==> src/rtl/uart_rx_key_decoder.sv <==
// -----------------------------------------------------------------------------
// uart_rx_key_decoder
//   Receive end of the key-report serial link. This is an 8N1 UART receiver:
//   LSB first, idle-high line. It recovers each byte and flags framing errors.
//   It can also decode ASCII hex digits back into a 4-bit key code.
//
//   Optional feature macro: RX_KEY_DECODE_EN
//     defined   : '0'..'9', 'A'..'F' and 'a'..'f' map to key_code_o 0..15.
//                 key_code_o and key_valid_o update in the same cycle as
//                 data_valid_o.
//     undefined : no decoder is built. key_code_o = 4'h0, key_valid_o = 1'b0.
//
// Parameters
//   CLK_FREQ    system clock frequency in Hz
//   BAUD        line rate in bit/s
//               CLK_FREQ/BAUD must be >= 8
//
// Ports
//   clk           in   system clock, rising edge
//   rst_n         in   asynchronous active-low reset
//   rxd_i         in   serial input, asynchronous to clk, idle high
//   data_out_o    out  [7:0] last correctly framed byte
//   data_valid_o  out  1-cycle pulse, data_out_o just updated
//   frame_err_o   out  1-cycle pulse, stop bit sampled low
//   busy_o        out  high whenever the receiver is not idle
//   key_code_o    out  [3:0] decoded key nibble
//   key_valid_o   out  1-cycle pulse, key_code_o just updated
// -----------------------------------------------------------------------------
module uart_rx_key_decoder #(
    parameter int CLK_FREQ = 27_000_000,
    parameter int BAUD     = 9600
) (
    input  logic       clk,
    input  logic       rst_n,
    input  logic       rxd_i,
    output logic [7:0] data_out_o,
    output logic       data_valid_o,
    output logic       frame_err_o,
    output logic       busy_o,
    output logic [3:0] key_code_o,
    output logic       key_valid_o
);

    localparam int CLKS_PER_BIT = CLK_FREQ / BAUD;
    localparam int CNT_W        = $clog2(CLKS_PER_BIT);

    // Mid-bit point of the start bit, and the full bit period, as terminal counts.
    localparam logic [CNT_W-1:0] HALF_M1 = CNT_W'(CLKS_PER_BIT / 2 - 1);
    localparam logic [CNT_W-1:0] FULL_M1 = CNT_W'(CLKS_PER_BIT - 1);

    typedef enum logic [2:0] {
        S_IDLE      = 3'd0,
        S_START     = 3'd1,
        S_DATA      = 3'd2,
        S_STOP      = 3'd3,
        S_WAIT_HIGH = 3'd4
    } state_t;

    state_t           state_q;
    logic             rxd_meta_q;
    logic             rxs_q;
    logic [CNT_W-1:0] cnt_q;
    logic [2:0]       bit_idx_q;
    logic [7:0]       shift_q;
    logic [7:0]       data_out_q;
    logic             data_valid_q;
    logic             frame_err_q;
    logic             busy_q;

    // Two-flop synchroniser for the asynchronous RX pin. Both flops reset to idle-high.
    always_ff @(posedge clk or negedge rst_n) begin
        if (!rst_n) begin
            rxd_meta_q <= 1'b1;
            rxs_q      <= 1'b1;
        end else begin
            rxd_meta_q <= rxd_i;
            rxs_q      <= rxd_meta_q;
        end
    end

    // Receive FSM. The byte and pulse outputs are registered here.
    always_ff @(posedge clk or negedge rst_n) begin
        if (!rst_n) begin
            state_q      <= S_IDLE;
            cnt_q        <= '0;
            bit_idx_q    <= 3'd0;
            shift_q      <= 8'h00;
            data_out_q   <= 8'h00;
            data_valid_q <= 1'b0;
            frame_err_q  <= 1'b0;
            busy_q       <= 1'b0;
        end else begin
            data_valid_q <= 1'b0;
            frame_err_q  <= 1'b0;
            case (state_q)
                S_IDLE: begin
                    if (!rxs_q) begin
                        state_q <= S_START;
                        cnt_q   <= '0;
                        busy_q  <= 1'b1;
                    end
                end
                S_START: begin
                    if (cnt_q == HALF_M1) begin
                        cnt_q <= '0;
                        if (!rxs_q) begin
                            state_q   <= S_DATA;
                            bit_idx_q <= 3'd0;
                        end else begin
                            // Line went back high before mid start bit: treat as a glitch.
                            state_q <= S_IDLE;
                            busy_q  <= 1'b0;
                        end
                    end else begin
                        cnt_q <= cnt_q + CNT_W'(1);
                    end
                end
                S_DATA: begin
                    if (cnt_q == FULL_M1) begin
                        cnt_q   <= '0;
                        // Bits arrive LSB first. Each new bit enters at the MSB,
                        // so the byte is aligned after the 8th shift.
                        shift_q <= {rxs_q, shift_q[7:1]};
                        if (bit_idx_q == 3'd7) begin
                            state_q <= S_STOP;
                        end else begin
                            bit_idx_q <= bit_idx_q + 3'd1;
                        end
                    end else begin
                        cnt_q <= cnt_q + CNT_W'(1);
                    end
                end
                S_STOP: begin
                    if (cnt_q == FULL_M1) begin
                        cnt_q <= '0;
                        if (rxs_q) begin
                            data_out_q   <= shift_q;
                            data_valid_q <= 1'b1;
                            state_q      <= S_IDLE;
                            busy_q       <= 1'b0;
                        end else begin
                            frame_err_q <= 1'b1;
                            state_q     <= S_WAIT_HIGH;
                        end
                    end else begin
                        cnt_q <= cnt_q + CNT_W'(1);
                    end
                end
                S_WAIT_HIGH: begin
                    // A held-low (break) line must not be re-detected as a start bit.
                    if (rxs_q) begin
                        state_q <= S_IDLE;
                        busy_q  <= 1'b0;
                    end
                end
                default: begin
                    state_q <= S_IDLE;
                    cnt_q   <= '0;
                    busy_q  <= 1'b0;
                end
            endcase
        end
    end

    assign data_out_o   = data_out_q;
    assign data_valid_o = data_valid_q;
    assign frame_err_o  = frame_err_q;
    assign busy_o       = busy_q;

`ifdef RX_KEY_DECODE_EN
    logic [3:0] key_code_q;
    logic       key_valid_q;
    logic [4:0] key_dec_s;
    logic       stop_good_s;

    // Decode an ASCII hex digit. The result is {hit, nibble}.
    // 'A'..'F' and 'a'..'f' both have low nibbles 1..6, so adding 9 gives 10..15.
    function automatic logic [4:0] hex_decode(input logic [7:0] b);
        logic [4:0] r;
        r = 5'b0_0000;
        if ((b >= 8'h30) && (b <= 8'h39)) begin
            r = {1'b1, b[3:0]};
        end else if (((b >= 8'h41) && (b <= 8'h46)) || ((b >= 8'h61) && (b <= 8'h66))) begin
            r = {1'b1, b[3:0] + 4'd9};
        end else begin
            r = 5'b0_0000;
        end
        return r;
    endfunction

    assign key_dec_s   = hex_decode(shift_q);
    // Same condition under which the FSM latches data_out, so the key and byte
    // outputs move together.
    assign stop_good_s = (state_q == S_STOP) && (cnt_q == FULL_M1) && rxs_q;

    // Key register: updated alongside data_out when the byte is a hex digit.
    always_ff @(posedge clk or negedge rst_n) begin
        if (!rst_n) begin
            key_code_q  <= 4'h0;
            key_valid_q <= 1'b0;
        end else begin
            key_valid_q <= 1'b0;
            if (stop_good_s && key_dec_s[4]) begin
                key_code_q  <= key_dec_s[3:0];
                key_valid_q <= 1'b1;
            end
        end
    end

    assign key_code_o  = key_code_q;
    assign key_valid_o = key_valid_q;
`else
    assign key_code_o  = 4'h0;
    assign key_valid_o = 1'b0;
`endif

endmodule

==> config.mk <==
export PLATFORM = sky130hd
export DESIGN_NAME = uart_rx_key_decoder
export DESIGN_NICKNAME = d
export VERILOG_FILES = /design/src/rtl/uart_rx_key_decoder.sv
export SDC_FILE = /design/constraint.sdc
export NUM_CORES = 1
export LEC_CHECK = 0
export CAP_MARGIN = 20
export CORE_MARGIN = 2
export CORE_UTILIZATION = 60
export CTS_BUF_LIST = sky130_fd_sc_hd__clkbuf_16
export DETAILED_ROUTE_END_ITERATION = 10
export PLACE_DENSITY = 0.79
export REMOVE_ABC_BUFFERS = 1
export SLEW_MARGIN = 20
export SYNTH_ARGS = -nofsm -noshare
export SYNTH_HDL_FRONTEND = slang
export SYNTH_SLANG_ARGS = --single-unit
==> constraint.sdc <==
create_clock -name clk -period 6.99 [get_ports clk]
set_clock_uncertainty 0.15 [all_clocks]
set_input_delay 2.097 -clock clk [delete_from_list [all_inputs] [get_ports clk]]
set_output_delay 2.097 -clock clk [all_outputs]
set_load 0.005 [all_outputs]
==> summary.md <==
| Metric | Value |
|---|---|
| Worst path slowest cell | clkdlybuf4s50_1 |
| Setup repair bufs after CTS | 0 |
| Max IR drop VDD | 0.130 mV |
| Die Y | 60.0 um |
| PwrDens | 236 nW/um^2 |
| Routed vias | about 1300 |
| CP bufs+invs | 1 |
| Drt pass-1 iters | 4 |
| Layout cells sized above 1 | a little over a fifth |
| Switching Power | roughly 0.000091 W |
| Register area share after synthesis | between 50% and 60% |
| Clock buffer depth | 2 |
| Iter 0 DRT Violations | 37 |
| CTS tree | yes |
| Core box area | ~3000 sq um |
| FMAX | around 0.29 GHz |
| CP Max Fanout | 3 |
| Vias in the first global route | roughly 1300 |
| Relative slew slack | 42.5% |
| Fraction of registers with async set/reset | 100% |
| Mapped cell area | roughly 1900 sq um |
| Cell family contributing the most delay on the critical path | buffers and inverters |
| Antenna viol nets, final | 0 |
| First-pass GRT wire length | between 6000 and 7000 um |
| Final HPWL DP | 2410 um |
| Total grt overflow | 0 |
| Post-Layout Cell Count | 224 |
| Post-CTS Resized | 0 |
| Total Power | between 0.0005 and 0.0006 W |
| Pins Over Slew Limit | 0 |
| Die W | between 50 and 60 um |
| Switching Fraction | ~17% |
| H-tree Lvls | 2 |
| Most common cell after layout, fill and taps aside | dfrtp_1 |
| Outcome | completed |
| Final Hold Vio Count | 0 |
| Port buffer count | 13 |
| GRT Util Overall | between 20% and 30% |
| Max Cap Viol | 0 |
| Required @ worst endpoint | 4.74 ns |
| Synthesized flop and latch total | 39 |
| Comb power frac | under 10% |
| Final Util | between 70% and 80% |
| CTS Sinks | 39 |
| GP Congestion | 0.870 |
| CTS buffer count | 5 |
| Synth warn | 0 |
| Critical path class | reg2out |
| Post-Syn Area per Cell | 11.4 sq um |
| Placed cells | roughly 220 |
| Most frequent cells in the layout | dfrtp_1 (37), mux2_2 (16), clkdlybuf4s50_1 (12) |
| EDFF count, synth | 0 |
| Int Power | 0.000431 W |
| Final #Nets | 186 |
| Critical-path cell list | clkdlybuf4s50_1 |
| CTS Hold Buffers Added | 0 |
| Syn-to-layout area delta | 17.7% |
| DRT Wirelength | between 3000 and 4000 um |
| HP Class | reg2reg |
| CTS Root Cell | clkbuf_16 |
| Clock latency on the worst-skew pair | around 0.28 ns |
| Die ar. | 3600 sq um |
| Tcrit/Tclk final | about half |
| Least-Margin Pin Slew | 0.863 ns |
| Post-route setup TNS | 0 ns |
| Clock power frac | a little under three fifths |
| IO Count | 19 |
| Inserted Diodes | 0 |
| DRC Markers | 0 |
| RSZ-0062 raised after global routing | false |
| Clk slew on worst S/H paths | 0.06 ns |
| Leakage | slightly above 1 nW |
| Initial Utilization | between 60 and 70% |
| Row count | 20 |
| Final setup fails | 0 |
| Worst EP arrival | around 1.2 ns |
| Startpoint types | flip-flop |
| Post-synth top flop | dfrtp_1 |
| CP max stage delay | roughly 0.52 ns |
| Post-Syn Instances | approximately 170 |
| Power share of the sequential group | between 40% and 50% |
| Min Tclk post-route | around 3.4 ns |
| Mean number of vias per cell | approximately 5.8 |
| Unique masters post-synth | 44 |
| Nature of the critical path endpoint | primary output |
| Routed WL per cell | 16.4 um |
| Pin count of the biggest net entering global routing | 40 |
| Initial antenna violation count | 0 |
## final timing paths
kind / from / slack [ns] / depth (start not counted) / to
max: busy_o / 3.56 / 1 / busy_o
min: rxd_meta_q / 0.21 / 0 / rxs_q
max reg2reg: cnt_q[0] / 4.50 / 5 / data_out_o[1]
min reg2reg: rxd_meta_q / 0.21 / 0 / rxs_q
max in group asynchronous: rst_n / 4.36 / 1 / shift_q[1]
min in group asynchronous: rst_n / 1.78 / 1 / shift_q[3]
## synth_stat cells, types with 3 or more instances
master	count	area share [%]
a31oi_1	5	1.7
nor4_1	3	1.0
nand2_1	8	1.6
dfrtp_1	37	49
ha_1	4	2.7
o21ai_0	9	2.4
and3_1	3	1.0
clkbuf_1	4	0.80
a22o_2	3	1.6
o31ai_1	4	1.6
a21oi_1	7	1.9
nand3_1	5	1.3
inv_1	5	1.0
nor2_1	10	2.0
buf_4	5	2.0
a41oi_1	3	1.4
mux2_2	16	9.6
## final cells by class
type	instances	area [sq um]
Tap cell	44	55.1
Sequential cell	39	978
Clock buffer	5	125
Clock inverter	3	63.8
Fill cell	217	815
Inverter	5	18.8
Timing Repair Buffer	15	140
Multi-Input combinational cell	113	832
## sequential cells by signal, indices dropped and copies added, names as in the netlist
| signal | flops |
|---|---|
| shift_q | 8 |
| frame_err_o | 1 |
| busy_o | 1 |
| data_out_o | 8 |
| data_valid_o | 1 |
| rxd_meta_q | 1 |
| state_q | 3 |
| bit_idx_q | 3 |
| cnt_q | 12 |
| rxs_q | 1 |
## power groups by stage
stage,combinational [W],clock (W),sequential (W)
floorplan,0.00000105,0,0.000232
global placement,0.00000605,0,0.000232
detailed placement,0.00000635,0,0.000232
CTS,0.00000637,0.000289,0.000228
global route,0.00000732,0.000297,0.000228
finish,0.00000613,0.000288,0.000228
## metrics by stage
stage	worst slack, ns	cell area [sq um]	hold WS [ns]
2_1_floorplan	4.37	1830	0.195
3_3_place_gp	3.91	2020	0.195
3_5_place_dp	3.88	2020	0.199
4_1_cts	3.55	2210	0.207
5_1_grt	3.52	2210	0.212
6_report	3.56	2210	0.207
## layer usage
| layer | track usage, % | up-vias | routed length (um) |
|---|---|---|---|
| met5 | 0 | - | 0 |
| met3 | 4.11 | 5 | 112 |
| met4 | 8.57 | 0 | 47 |
| met1 | 29.1 | 640 | 1600 |
| li1 | - | 627 | - |
| met2 | 40.4 | 34 | 1920 |
## cell families after synthesis
family / synth area share (%)
simple gates: 16.1
fa+ha+maj: 2.66
flops: 52.0
compound gates: 14.1
mux: 10.4
other cells: 0.199
buf+inv: 4.52
No activity file was read; power rests on OpenSTA's default activity.
